==> src/rtl/sd_request_arbiter_if.sv <==
// ----------------------------------------------------------------------------
// sd_request_arbiter_if
//
// Bundles the requester-side and io-controller-side signals of the SD image
// request arbiter.
//
//   req_rd/req_wr   one-cycle read/write request pulses, one bit per requester
//   req_lba         flattened LBAs, LBA_W bits per requester
//   req_data        flattened write-data bytes, 8 bits per requester
//   req_busy        io-controller busy routed to the granted requester
//   req_done        one-cycle completion pulse to the granted requester
//   req_err         one-cycle timeout pulse, coincident with req_done
//   sdc_lba         LBA presented to the io controller
//   sdc_rd/sdc_wr   read/write strobes, one bit per image slot
//   sdc_busy        io controller busy
//   sdc_done        io controller done pulse
//   sdc_data_out    write data taken from the granted requester
//   grant_valid     a transfer is in service
//   grant_idx       index of the granted requester
//
// Modports: slave = arbiter side, master = requesters plus io controller.
// ----------------------------------------------------------------------------
interface sd_request_arbiter_if #(
    parameter int NREQ  = 4,
    parameter int LBA_W = 32
);
    localparam int IDX_W = (NREQ > 1) ? $clog2(NREQ) : 1;

    logic [NREQ-1:0]       req_rd;
    logic [NREQ-1:0]       req_wr;
    logic [NREQ*LBA_W-1:0] req_lba;
    logic [NREQ*8-1:0]     req_data;
    logic [NREQ-1:0]       req_busy;
    logic [NREQ-1:0]       req_done;
    logic [NREQ-1:0]       req_err;
    logic [LBA_W-1:0]      sdc_lba;
    logic [NREQ-1:0]       sdc_rd;
    logic [NREQ-1:0]       sdc_wr;
    logic                  sdc_busy;
    logic                  sdc_done;
    logic [7:0]            sdc_data_out;
    logic                  grant_valid;
    logic [IDX_W-1:0]      grant_idx;

    modport slave (
        input  req_rd, req_wr, req_lba, req_data, sdc_busy, sdc_done,
        output req_busy, req_done, req_err, sdc_lba, sdc_rd, sdc_wr,
               sdc_data_out, grant_valid, grant_idx
    );

    modport master (
        output req_rd, req_wr, req_lba, req_data, sdc_busy, sdc_done,
        input  req_busy, req_done, req_err, sdc_lba, sdc_rd, sdc_wr,
               sdc_data_out, grant_valid, grant_idx
    );
endinterface

==> src/rtl/sd_request_arbiter.sv <==
// ----------------------------------------------------------------------------
// sd_request_arbiter
//
// Shares the single SD-card image interface between the floppy drives
// (requesters 0/1) and the SCSI targets (requesters 2..NREQ-1). Requests are
// latched per requester, granted round-robin, presented to the io controller
// with the LBA one cycle ahead of the strobe, and busy/done/write data are
// routed to and from the granted requester only.
//
// Ports:
//   clk     system clock
//   _reset  asynchronous active-low reset
//   bus     sd_request_arbiter_if.slave (request, io-controller and grant
//           signals)
//
// Optional feature macro: SDARB_TIMEOUT_EN
//   defined   24-bit watchdog in STROBE/WAIT; on expiry the transfer ends
//             with req_err pulsed alongside req_done
//   undefined the FSM waits indefinitely and req_err is tied to 0
// ----------------------------------------------------------------------------
module sd_request_arbiter #(
    parameter int NREQ  = 4,
    parameter int LBA_W = 32
) (
    input  logic                 clk,
    input  logic                 _reset,
    sd_request_arbiter_if.slave  bus
);
    localparam int               IDX_W    = (NREQ > 1) ? $clog2(NREQ) : 1;
    localparam logic [IDX_W-1:0] LAST_IDX = IDX_W'(NREQ - 1);

    typedef enum logic [2:0] {
        S_IDLE,
        S_ISSUE,
        S_STROBE,
        S_WAIT,
        S_DONE
    } state_t;

    state_t           state;
    state_t           state_d;

    logic [NREQ-1:0]  pend;
    logic [NREQ-1:0]  op;           // 0 = read, 1 = write
    logic [LBA_W-1:0] lba_q [NREQ];

    logic [IDX_W-1:0] grant_idx;
    logic [IDX_W-1:0] last_grant;
    logic             grant_valid;
    logic [IDX_W-1:0] pick_idx;
    logic [IDX_W-1:0] rr_cand;
    logic             pick_found;

    logic [LBA_W-1:0] sdc_lba_q;
    logic [NREQ-1:0]  sdc_rd_q;
    logic [NREQ-1:0]  sdc_wr_q;
    logic [NREQ-1:0]  req_done_q;
    logic [NREQ-1:0]  req_busy_c;
    logic [NREQ-1:0]  rd_d;
    logic [NREQ-1:0]  wr_d;
    logic [NREQ-1:0]  done_d;
    logic             timeout_hit;

    // ------------------------------------------------------------------
    // Watchdog
    // ------------------------------------------------------------------
`ifdef SDARB_TIMEOUT_EN
    logic [23:0]      wdog;
    logic [NREQ-1:0]  err_d;
    logic [NREQ-1:0]  req_err_q;

    // Cleared while in ISSUE so it reads zero in the first STROBE cycle.
    always_ff @(posedge clk or negedge _reset) begin
        if (!_reset) begin
            wdog <= '0;
        end else if (state == S_ISSUE) begin
            wdog <= '0;
        end else if (state == S_STROBE || state == S_WAIT) begin
            wdog <= wdog + 24'd1;
        end
    end

    assign timeout_hit = (state == S_STROBE || state == S_WAIT) && (wdog == '1);
`else
    assign timeout_hit = 1'b0;
`endif

    // ------------------------------------------------------------------
    // Round-robin pick: search starts one past the last grant and wraps.
    // ------------------------------------------------------------------
    always_comb begin
        pick_found = 1'b0;
        pick_idx   = '0;
        rr_cand    = '0;
        for (int unsigned k = 1; k <= NREQ; k++) begin
            rr_cand = IDX_W'((32'(last_grant) + k) % NREQ);
            if (!pick_found && pend[rr_cand]) begin
                pick_found = 1'b1;
                pick_idx   = rr_cand;
            end
        end
    end

    // ------------------------------------------------------------------
    // Pending latches. A read wins over a simultaneous write; pulses from a
    // requester that is pending or in service are dropped.
    // ------------------------------------------------------------------
    always_ff @(posedge clk or negedge _reset) begin
        if (!_reset) begin
            pend <= '0;
            op   <= '0;
            for (int unsigned i = 0; i < NREQ; i++) begin
                lba_q[i] <= '0;
            end
        end else begin
            for (int unsigned i = 0; i < NREQ; i++) begin
                if (state == S_IDLE && pick_found && pick_idx == IDX_W'(i)) begin
                    pend[i] <= 1'b0;
                end else if ((bus.req_rd[i] || bus.req_wr[i]) && !pend[i] &&
                             !(grant_valid && grant_idx == IDX_W'(i))) begin
                    pend[i]  <= 1'b1;
                    op[i]    <= !bus.req_rd[i];
                    lba_q[i] <= bus.req_lba[i*LBA_W +: LBA_W];
                end
            end
        end
    end

    // ------------------------------------------------------------------
    // FSM: state register
    // ------------------------------------------------------------------
    always_ff @(posedge clk or negedge _reset) begin
        if (!_reset) begin
            state <= S_IDLE;
        end else begin
            state <= state_d;
        end
    end

    // ------------------------------------------------------------------
    // FSM: next state
    // ------------------------------------------------------------------
    always_comb begin
        state_d = state;
        case (state)
            S_IDLE:   if (pick_found) state_d = S_ISSUE;
            S_ISSUE:  state_d = S_STROBE;
            S_STROBE: begin
                if (bus.sdc_done || timeout_hit) state_d = S_DONE;
                else if (bus.sdc_busy)           state_d = S_WAIT;
            end
            S_WAIT:   if (bus.sdc_done || !bus.sdc_busy || timeout_hit) state_d = S_DONE;
            S_DONE:   state_d = S_IDLE;
            default:  state_d = S_IDLE;
        endcase
    end

    // ------------------------------------------------------------------
    // FSM: outputs. These are the D inputs of the registered outputs, so the
    // strobe rises on entry to STROBE and falls on the edge that leaves it.
    // ------------------------------------------------------------------
    always_comb begin
        rd_d   = '0;
        wr_d   = '0;
        done_d = '0;
`ifdef SDARB_TIMEOUT_EN
        err_d  = '0;
`endif
        if (state == S_ISSUE || (state == S_STROBE && state_d == S_STROBE)) begin
            if (op[grant_idx]) wr_d[grant_idx] = 1'b1;
            else               rd_d[grant_idx] = 1'b1;
        end
        if (state_d == S_DONE && state != S_DONE) begin
            done_d[grant_idx] = 1'b1;
`ifdef SDARB_TIMEOUT_EN
            err_d[grant_idx]  = timeout_hit;
`endif
        end
    end

    always_ff @(posedge clk or negedge _reset) begin
        if (!_reset) begin
            sdc_rd_q    <= '0;
            sdc_wr_q    <= '0;
            req_done_q  <= '0;
            sdc_lba_q   <= '0;
            grant_idx   <= '0;
            grant_valid <= 1'b0;
            last_grant  <= LAST_IDX;
`ifdef SDARB_TIMEOUT_EN
            req_err_q   <= '0;
`endif
        end else begin
            sdc_rd_q   <= rd_d;
            sdc_wr_q   <= wr_d;
            req_done_q <= done_d;
`ifdef SDARB_TIMEOUT_EN
            req_err_q  <= err_d;
`endif
            if (state == S_IDLE && pick_found) begin
                grant_idx   <= pick_idx;
                grant_valid <= 1'b1;
                sdc_lba_q   <= lba_q[pick_idx];
            end
            if (state == S_DONE) begin
                grant_valid <= 1'b0;
                last_grant  <= grant_idx;
            end
        end
    end

    // ------------------------------------------------------------------
    // Routing
    // ------------------------------------------------------------------
    always_comb begin
        req_busy_c = '0;
        if (grant_valid) req_busy_c[grant_idx] = bus.sdc_busy;
    end

    assign bus.req_busy     = req_busy_c;
    assign bus.req_done     = req_done_q;
    assign bus.sdc_lba      = sdc_lba_q;
    assign bus.sdc_rd       = sdc_rd_q;
    assign bus.sdc_wr       = sdc_wr_q;
    assign bus.grant_valid  = grant_valid;
    assign bus.grant_idx    = grant_idx;
    assign bus.sdc_data_out = grant_valid ? bus.req_data[32'(grant_idx)*8 +: 8]
                                          : bus.req_data[7:0];
`ifdef SDARB_TIMEOUT_EN
    assign bus.req_err      = req_err_q;
`else
    assign bus.req_err      = '0;
`endif

endmodule

==> src/flat_wrapper.sv <==
// flat-port wrapper written by rule: the top's interface ports become plain ports
module sd_request_arbiter_flat 
#(
    parameter int NREQ  = 4,
    parameter int LBA_W = 32
)
  (clk, _reset, bus_req_rd, bus_req_wr, bus_req_lba, bus_req_data, bus_sdc_busy, bus_sdc_done, bus_req_busy, bus_req_done, bus_req_err, bus_sdc_lba, bus_sdc_rd, bus_sdc_wr, bus_sdc_data_out, bus_grant_valid, bus_grant_idx);
  sd_request_arbiter_if #(.NREQ(NREQ), .LBA_W(LBA_W)) bus_i ();
  input  logic clk;
  input  logic _reset;
  input wire logic [$bits(bus_i.req_rd)-1:0] bus_req_rd;
  input wire logic [$bits(bus_i.req_wr)-1:0] bus_req_wr;
  input wire logic [$bits(bus_i.req_lba)-1:0] bus_req_lba;
  input wire logic [$bits(bus_i.req_data)-1:0] bus_req_data;
  input wire logic [$bits(bus_i.sdc_busy)-1:0] bus_sdc_busy;
  input wire logic [$bits(bus_i.sdc_done)-1:0] bus_sdc_done;
  output wire logic [$bits(bus_i.req_busy)-1:0] bus_req_busy;
  output wire logic [$bits(bus_i.req_done)-1:0] bus_req_done;
  output wire logic [$bits(bus_i.req_err)-1:0] bus_req_err;
  output wire logic [$bits(bus_i.sdc_lba)-1:0] bus_sdc_lba;
  output wire logic [$bits(bus_i.sdc_rd)-1:0] bus_sdc_rd;
  output wire logic [$bits(bus_i.sdc_wr)-1:0] bus_sdc_wr;
  output wire logic [$bits(bus_i.sdc_data_out)-1:0] bus_sdc_data_out;
  output wire logic [$bits(bus_i.grant_valid)-1:0] bus_grant_valid;
  output wire logic [$bits(bus_i.grant_idx)-1:0] bus_grant_idx;
  assign bus_i.req_rd = bus_req_rd;
  assign bus_i.req_wr = bus_req_wr;
  assign bus_i.req_lba = bus_req_lba;
  assign bus_i.req_data = bus_req_data;
  assign bus_i.sdc_busy = bus_sdc_busy;
  assign bus_i.sdc_done = bus_sdc_done;
  assign bus_req_busy = bus_i.req_busy;
  assign bus_req_done = bus_i.req_done;
  assign bus_req_err = bus_i.req_err;
  assign bus_sdc_lba = bus_i.sdc_lba;
  assign bus_sdc_rd = bus_i.sdc_rd;
  assign bus_sdc_wr = bus_i.sdc_wr;
  assign bus_sdc_data_out = bus_i.sdc_data_out;
  assign bus_grant_valid = bus_i.grant_valid;
  assign bus_grant_idx = bus_i.grant_idx;
  sd_request_arbiter #(.NREQ(NREQ), .LBA_W(LBA_W)) u_core (.clk(clk), ._reset(_reset), .bus(bus_i));
endmodule
==> config.mk <==
export PLATFORM = sky130hd
export DESIGN_NAME = sd_request_arbiter_flat
export DESIGN_NICKNAME = d
export VERILOG_FILES = /design/src/rtl/sd_request_arbiter_if.sv /design/src/rtl/sd_request_arbiter.sv /design/src/flat_wrapper.sv
export SDC_FILE = /design/constraint.sdc
export NUM_CORES = 1
export LEC_CHECK = 0
export BUFFER_PORTS_ARGS = -buffer_cell sky130_fd_sc_hd__buf_2
export CAP_MARGIN = 20
export CORE_MARGIN = 3
export CORE_UTILIZATION = 56
export CTS_CLUSTER_DIAMETER = 100
export DETAILED_ROUTE_END_ITERATION = 12
export HOLD_SLACK_MARGIN = 0.02
export PLACE_DENSITY_LB_ADDON = 0.08
export REMOVE_ABC_BUFFERS = 1
export SLEW_MARGIN = 20
export SYNTH_ARGS = -nofsm -noshare
export SYNTH_HDL_FRONTEND = slang
export SYNTH_SLANG_ARGS = --single-unit
==> constraint.sdc <==
create_clock -name clk -period 2.6 [get_ports clk]
set_input_delay 0.26 -clock clk [delete_from_list [all_inputs] [get_ports clk]]
set_output_delay 0.26 -clock clk [all_outputs]
set_load 0.02 [all_outputs]
==> results.rst, run 1 <==
.. list-table::
   :header-rows: 1

   * - Metric
     - Value
   * - Status
     - finished clean
   * - FMAX
     - 0.430 GHz
   * - Setup repair after global routing missed its margin
     - false
   * - Final design instance area without fill
     - approximately 10000 um2
   * - Arrival @ worst endpoint
     - around 2.1 ns
   * - WHS Path Cells
     - 2
   * - Post-layout instance count excluding filler cells
     - ~1100
   * - Worst setup path class
     - flip-flop to output port
   * - Top Ports
     - between 200 and 250
   * - Most frequent standard cell in the layout excluding fill and tap cells
     - buf_2
   * - Maximum number of pins on one net before global-route repair
     - between 60 and 70
   * - Antenna violation net count after detailed routing
     - 0
   * - Transition at the pin with the smallest max-transition slack
     - 0.843 ns
   * - Hold/Removal Path Class
     - primary input to flip-flop
   * - Crit share post-route
     - 0.894
   * - H-tree levels
     - 4
   * - Fillers
     - about 1100
   * - Detailed-routing wirelength on met1
     - roughly 9000 um
   * - Pwr Density
     - between 1000 and 1500 nW/um2
   * - Num CTS Buffers
     - 17
   * - Input/output buffers
     - 230
   * - Post-detailed-placement cell area
     - approximately 9600 um2
   * - Final number of max-transition violations
     - 0
   * - Share of post-route cells with drive strength above 1
     - 0.488
   * - Final routed wire length divided by cell count
     - 20.1 um
   * - Final GP Congestion
     - a little over 0.8
   * - Area used by sequential logic in the layout
     - 4710 um2
   * - Startpoint types
     - flip-flop
   * - Iteration-0 DRC count of the detailed router
     - approximately 440
   * - Total die area
     - 16500 um2
   * - Number of standard-cell rows in the floorplan
     - 44
   * - Detail Placement HPWL
     - 14900 um
   * - Cell count after synthesis
     - between 600 and 700
   * - Resize count post-CTS
     - 0
   * - Length of routed met3 wiring
     - 1620 um
   * - Number of iterations in the first detailed-routing pass
     - 5
   * - Highest-count cells in the layout ignoring fill and taps
     - buf_2, dfrtp_1, mux2_2, nor2_1
   * - Nets
     - 1057
   * - Register area share after synthesis
     - 0.562
   * - Worst voltage drop across the vdd grid
     - about 0.69 mV
   * - Post-DR vias/cell
     - 5.86
   * - Antenna violations before repair
     - 0
   * - Overall Global Routing Usage
     - 0.264
   * - Utilization after layout
     - 0.704
   * - Count of maximum capacitance violations
     - 0
   * - Initial core utilization
     - 0.574
   * - Post-synth design cell area
     - 8370 um2
   * - Final Hold Vio Count
     - 0
   * - Total placed cells including tap cells
     - between 1000 and 1500
   * - CTS max path bufs
     - 2
   * - Top routing layer in use
     - met4
   * - CTS sink count
     - about 190
   * - Area used by multi-input combinational logic
     - approximately 3300 um2
   * - Met2 Wirelength
     - between 10000 and 15000 um
   * - Total via count after detailed routing
     - about 6300
   * - Aggregate global routing overflow
     - 0
   * - Area Overhead vs Synth
     - 22.7%
   * - Post-synth cell types
     - 46
   * - Post-Synthesis Mean Instance Area
     - 12.6 um2
   * - CTS tree
     - yes
   * - Number of synthesis warnings
     - 0
   * - Post-route worst setup slack
     - 0.275 ns
   * - Worst r2r path cells
     - 5
   * - Number of endpoints failing setup at the final stage
     - 0
   * - Number of remaining DRC errors
     - 0
   * - Die W
     - 128 um
   * - Later-pin clock latency in the skew report
     - 0.43 ns
   * - Number of storage elements in the synthesis netlist
     - about 190
   * - First-pass GRT wire length
     - ~34000 um
   * - Leakage
     - approximately 4.6 nW
   * - Maximum clock skew at final layout
     - roughly 0.0066 ns
   * - Clock transition at the register clock pins on the worst setup and hold paths after CTS
     - 0.06 ns
   * - Relative max-transition margin
     - 0.438
   * - CORE AREA
     - about 15000 um2
   * - Number of global-route vias before repair
     - 6456
   * - Height of the die
     - 128 um
   * - Maximum net fanout on the critical path
     - 12
   * - Root Driver
     - clkbuf_16
   * - Final critical-path required period
     - ~2.3 ns
   * - Kind of end point of the critical path
     - output port
   * - Sum of routed wire length over all layers
     - between 20000 and 25000 um
   * - Worst EP required
     - about 2.3 ns
   * - Worst setup slack before clock tree synthesis
     - roughly 0.32 ns
   * - Sum of internal, switching and leakage power
     - approximately 14 mW
kinds of logic (layout without fill, tap and decap cells):
| kind of cell | count (synthesis) | in the layout | synth area share |
|---|---|---|---|
| flip-flops | 188 | 188 | 0.562 |
| AND/OR/NAND/NOR | 165 | 165 | 0.102 |
| multiplexers | 139 | 139 | 0.187 |
| AO/OA/AOI/OAI | 109 | 109 | 0.102 |
| buffers and inverters | 62 | 293 | 0.0460 |
| other | 1 | 5 | 0.000448 |
power breakdown:
part	internal (mW)	switching (mW)	leakage, nW	total [mW]
Combinational	2.80	3.54	2.14	6.34
Sequential	4.41	1.02	2.21	5.43
Clock	1.50	1.08	0.284	2.57
Total	8.71	5.63	4.64	14.3
Yosys cell counts (all sizes together):
cell type,count,area [um2]
nand2,19,71.3
nor2,54,208
a21boi,1,7.51
o22ai,1,6.26
a221oi,32,318
mux2,136,1530
or3,1,6.26
o41ai,1,27.5
a311oi,1,15.0
nand3b,34,255
o21bai,1,7.51
inv,5,18.8
buf,44,318
dfstp,2,52.6
nor4,3,18.8
nor3b,2,15.0
o21a,1,7.51
o21ai,16,80.1
a21o,4,30.0
nor2b,4,25.0
nor4b,1,8.76
clkbuf,13,48.8
nand2b,3,18.8
conb,1,3.75
mux2i,3,30.0
a21oi,7,38.8
a22oi,7,52.6
a31oi,33,206
dfrtp,186,4650
nor3,3,15.0
a211oi,4,60.1
and2b,1,7.51
nand3,34,170
or2,2,12.5
and3,4,25.0
worst paths after layout:
kind | from | end | slack (ns)
max in group asynchronous | _reset | u_core.lba_q[65] | 1.40
worst min-delay path | bus_req_rd[1] | u_core.op[1] | 0.04
min in group asynchronous | _reset | u_core.lba_q[70] | 0.39
worst max-delay path | u_core.bus.grant_idx[1] | bus_sdc_data_out[3] | 0.28
worst min register to register | u_core.op[0] | u_core.bus.sdc_rd[0] | 0.46
worst max register to register | u_core.last_grant[0] | u_core.bus.sdc_lba[31] | 0.28
metrics by stage:
step           TNS [ns]  hold slack [ns]
2_1_floorplan    -19.18          -0.0356
3_3_place_gp          0            0.278
3_5_place_dp          0            0.284
4_1_cts               0           0.0267
5_1_grt               0           0.0392
6_report              0           0.0356
state kept, by name (all words and copies together) (netlist names):
register	count
u_core.bus.req_done	4
u_core.bus.sdc_wr	4
u_core.lba_q	128
u_core.bus.sdc_lba	32
u_core.op	4
u_core.bus.grant_idx	2
u_core.last_grant	2
u_core.bus.grant_valid	1
u_core.bus.sdc_rd	4
u_core.state	3
u_core.pend	4
routing by layer:
layer,global-route usage,vias up
met3,0.0617,30
li1,-,2856
met5,0,-
met1,0.357,3198
met4,0.0855,0
met2,0.425,263
layout make-up:
class	instances	area share
Multi-Input combinational cell	417	0.324
Clock inverter	9	0.0108
Antenna cell	1	0.000244
Clock buffer	23	0.0465
Inverter	5	0.00183
Tap cell	184	0.0224
Timing Repair Buffer	256	0.136
Sequential cell	188	0.458
critical path, stage by stage (launching register included):
cell and delay (ns):
dfrtp_1 0.57, buf_4 0.30, mux2_2 0.35, a22oi_1 0.16
o21ai_0 0.09, buf_2 0.17
what timing repair did:
action	CTS	global route
hold endpoints to repair	62	0
setup buffers	0	0
hold buffers	4	0
(Power assumes the default switching activity.)
==> run 2: changes to the inputs <==
--- a/config.mk
+++ b/config.mk
@@ -13,7 +13,6 @@
 export DETAILED_ROUTE_END_ITERATION = 12
 export HOLD_SLACK_MARGIN = 0.02
 export PLACE_DENSITY_LB_ADDON = 0.08
-export REMOVE_ABC_BUFFERS = 1
 export SLEW_MARGIN = 20
 export SYNTH_ARGS = -nofsm -noshare
 export SYNTH_HDL_FRONTEND = slang
==> run 2 against run 1 <==
Net effect: cell area shrank 0.16%; non-clock buffer count is the same; setup slack got worse by 0.030 ns; clock-buffer cell count down 2.
==> results.rst, run 2 (synthesized netlist as in run 1, its figures left out) <==
.. list-table::
   :header-rows: 1

   * - Metric
     - Value
   * - CTS max path bufs
     - 2 (unchanged)
   * - Worst r2r path cells
     - 6 (was 5)
   * - Detail Placement HPWL
     - 15200 um (was 14900 um)
   * - Total via count after detailed routing
     - 6346 (was 6347)
   * - Leakage
     - 4.65 nW (was 4.64 nW)
   * - Startpoint types
     - flip-flop (unchanged)
   * - Number of global-route vias before repair
     - 6491 (was 6456)
   * - Bufs and invs on worst path
     - 3 (was 2)
   * - Total die area
     - 16500 um2 (unchanged)
   * - Maximum clock skew at final layout
     - 0.00686 ns (was 0.00657 ns)
   * - First-pass GRT wire length
     - 33700 um (was 33600 um)
   * - Aggregate global routing overflow
     - 0 (unchanged)
   * - Final Hold Vio Count
     - 0 (unchanged)
   * - Relative max-transition margin
     - 0.554 (was 0.438)
   * - Number of iterations in the first detailed-routing pass
     - 5 (unchanged)
   * - Hold/Removal Path Class
     - primary input to flip-flop (unchanged)
   * - CTS sink count
     - 188 (unchanged)
   * - Antenna violation net count after detailed routing
     - 0 (unchanged)
   * - Crit share post-route
     - 0.906 (was 0.894)
   * - Utilization after layout
     - 0.703 (was 0.704)
   * - Top Ports
     - 235 (unchanged)
   * - Arrival @ worst endpoint
     - 2.09 ns (was 2.06 ns)
   * - Hold path start
     - bus_req_rd[1] (unchanged)
   * - End point of the most critical hold path
     - u_core.op[1] (unchanged)
   * - Worst reg2reg path endpoint
     - u_core.pend[2] (was u_core.bus.sdc_lba[31])
   * - Kind of end point of the critical path
     - output port (unchanged)
   * - Highest-count cells in the layout ignoring fill and taps
     - buf_2, dfrtp_1, mux2_2, nor2_1 (unchanged)
   * - Maximum net fanout on the critical path
     - 10 (was 12)
   * - Worst voltage drop across the vdd grid
     - 0.778 mV (was 0.693 mV)
   * - Worst setup path class
     - flip-flop to output port (unchanged)
   * - Area used by sequential logic in the layout
     - 4710 um2 (unchanged)
   * - Post-CTS setup-driven buffer insertion count
     - 0 (unchanged)
   * - Post-DR vias/cell
     - 5.85 (was 5.86)
   * - Minimum setup slack among reg-to-reg paths
     - 0.44 ns (was 0.28 ns)
   * - Height of the die
     - 128 um (unchanged)
   * - Setup repair after global routing missed its margin
     - false (unchanged)
   * - Most flop-heavy register
     - u_core.lba_q (unchanged)
   * - Number of remaining DRC errors
     - 0 (unchanged)
   * - Max incr delay on CP
     - 0.53 ns (was 0.57 ns)
   * - Later-pin clock latency in the skew report
     - 0.42 ns (was 0.43 ns)
   * - Number of standard-cell rows in the floorplan
     - 44 (unchanged)
   * - Share of post-route cells with drive strength above 1
     - 0.492 (was 0.488)
   * - Overall Global Routing Usage
     - 0.263 (was 0.264)
   * - Hold-fix buffers, CTS
     - 2 (was 4)
   * - CORE AREA
     - 14600 um2 (unchanged)
   * - Iteration-0 DRC count of the detailed router
     - 372 (was 436)
   * - Maximum number of pins on one net before global-route repair
     - 84 (was 63)
   * - Final critical-path required period
     - 2.35 ns (was 2.32 ns)
   * - Top cell family by delay on the critical path
     - flip-flops (unchanged)
   * - Die W
     - 128 um (unchanged)
   * - Post-layout instance count excluding filler cells
     - 1084 (was 1083)
   * - Number of endpoints failing setup at the final stage
     - 0 (unchanged)
   * - Sum Neg Setup Slack
     - 0 ns (unchanged)
   * - Resize count post-CTS
     - 0 (unchanged)
   * - Most frequent standard cell in the layout excluding fill and tap cells
     - buf_2 (unchanged)
   * - Area Overhead vs Synth
     - 22.5% (was 22.7%)
   * - Final number of max-transition violations
     - 0 (unchanged)
   * - Total placed cells including tap cells
     - 1048 (was 1046)
   * - Count of maximum capacitance violations
     - 0 (unchanged)
   * - Transition at the pin with the smallest max-transition slack
     - 0.670 ns (was 0.843 ns)
   * - Fillers
     - 1078 (was 1062)
   * - Nets
     - 1057 (unchanged)
   * - Reg2reg start
     - u_core.pend[3] (was u_core.last_grant[0])
   * - Input/output buffers
     - 230 (unchanged)
   * - Pwr Density
     - 1390 nW/um2 (was 1400 nW/um2)
   * - Num CTS Buffers
     - 17 (unchanged)
   * - Antenna violations before repair
     - 7 (was 0)
   * - CTS tree
     - yes (unchanged)
   * - Post-route worst setup slack
     - 0.245 ns (was 0.275 ns)
   * - H-tree levels
     - 4 (unchanged)
   * - WHS Path Cells
     - 2 (unchanged)
   * - Sum of routed wire length over all layers
     - 21700 um (was 21800 um)
   * - Final routed wire length divided by cell count
     - 20.0 um (was 20.1 um)
   * - Root Driver
     - clkbuf_16 (unchanged)
   * - Number of flip-flops under the largest register name
     - 128 (unchanged)
   * - Crit-path slowest cell
     - dfrtp_1 (unchanged)
   * - Clock transition at the register clock pins on the worst setup and hold paths after CTS
     - 0.06 ns (about the same)
   * - Area used by multi-input combinational logic
     - 3330 um2 (unchanged)
   * - Cell Chain, Critical Path
     - buf_4 -> inv_2 -> nor2_1 -> a22oi_1 -> o21ai_0 -> buf_2 (was buf_4 -> mux2_2 -> a22oi_1 -> o21ai_0 -> buf_2)
   * - FMAX
     - 0.425 GHz (was 0.430 GHz)
   * - Worst setup slack before clock tree synthesis
     - 0.482 ns (was 0.318 ns)
   * - Initial core utilization
     - 0.574 (unchanged)
   * - Worst hold margin
     - 0.0369 ns (was 0.0356 ns)
   * - Status
     - finished clean (unchanged)
   * - Worst EP required
     - 2.34 ns (about the same)
   * - Final GP Congestion
     - 0.852 (was 0.813)
[run 2: cell count changes in the layout (fill, tap and decap cells not counted), sizes merged]
| cell | before | now |
|---|---|---|
| clkinvlp | 2 | 1 |
| buf | 252 | 253 |
| diode | 1 | 2 |
| clkbuf | 23 | 22 |
| clkinv | 4 | 6 |
| inv | 6 | 7 |
| dlygate4sd3 | 4 | 2 |
[run 2: worst max-delay path by stage]
stage	startpoint	end	slack (ns)	cells past startpoint
floorplan	u_core.bus.grant_idx[0]	u_core.lba_q[36]	0.68	6
global placement	u_core.pend[3]	u_core.pend[2]	0.54	6
detailed placement	u_core.last_grant[1]	u_core.bus.sdc_lba[12]	0.48	6
CTS	u_core.bus.grant_idx[0]	bus_sdc_data_out[0]	0.21	6
global route	u_core.bus.grant_idx[0]	bus_sdc_data_out[0]	0.09	6
finish	u_core.bus.grant_idx[0]	bus_sdc_data_out[0]	0.25	6
[run 2: layout make-up]
type,instances,area share
flip-flops and latches,188,0.459
inverters,5,0.00183
repair buffers,256,0.135
well taps,184,0.0224
clock inverters,11,0.0112
diodes,2,0.000488
multi-input cells,417,0.324
clock buffers,21,0.0459
[run 2: metrics by stage]
stage                     instance area (um2)  total power, mW
after floorplan                          8380             9.94
after detailed placement                 9650             11.7
after global placement                   9650             11.5
after CTS                               10300             14.4
after global routing                    10300             15.2
final                                   10300             14.3
[run 2: layer usage]
| layer | track usage | wire length [um] | up-vias |
|---|---|---|---|
| li1 | - | - | 2850 |
| met1 | 0.350 | 8810 | 3192 |
| met2 | 0.428 | 10700 | 256 |
| met3 | 0.0692 | 1750 | 38 |
| met4 | 0.0787 | 392 | 10 |
| met5 | 0 | 56 | - |
[run 2: report_power, final]
group / switching (mW) / internal, mW / leakage, nW
combinational: 3.49 / 2.84 / 2.14
clock: 1.08 / 1.49 / 0.293
sequential: 0.982 / 4.41 / 2.21
total: 5.55 / 8.73 / 4.65
[run 2: worst reg2reg max path, stage by stage (launching register included)]
cell and delay, ns:
dfrtp_1 0.59, and2b_1 0.21, o21ai_1 0.09, or3_2 0.57, buf_4 0.24, nand3b_1 0.17, a21o_1 0.19
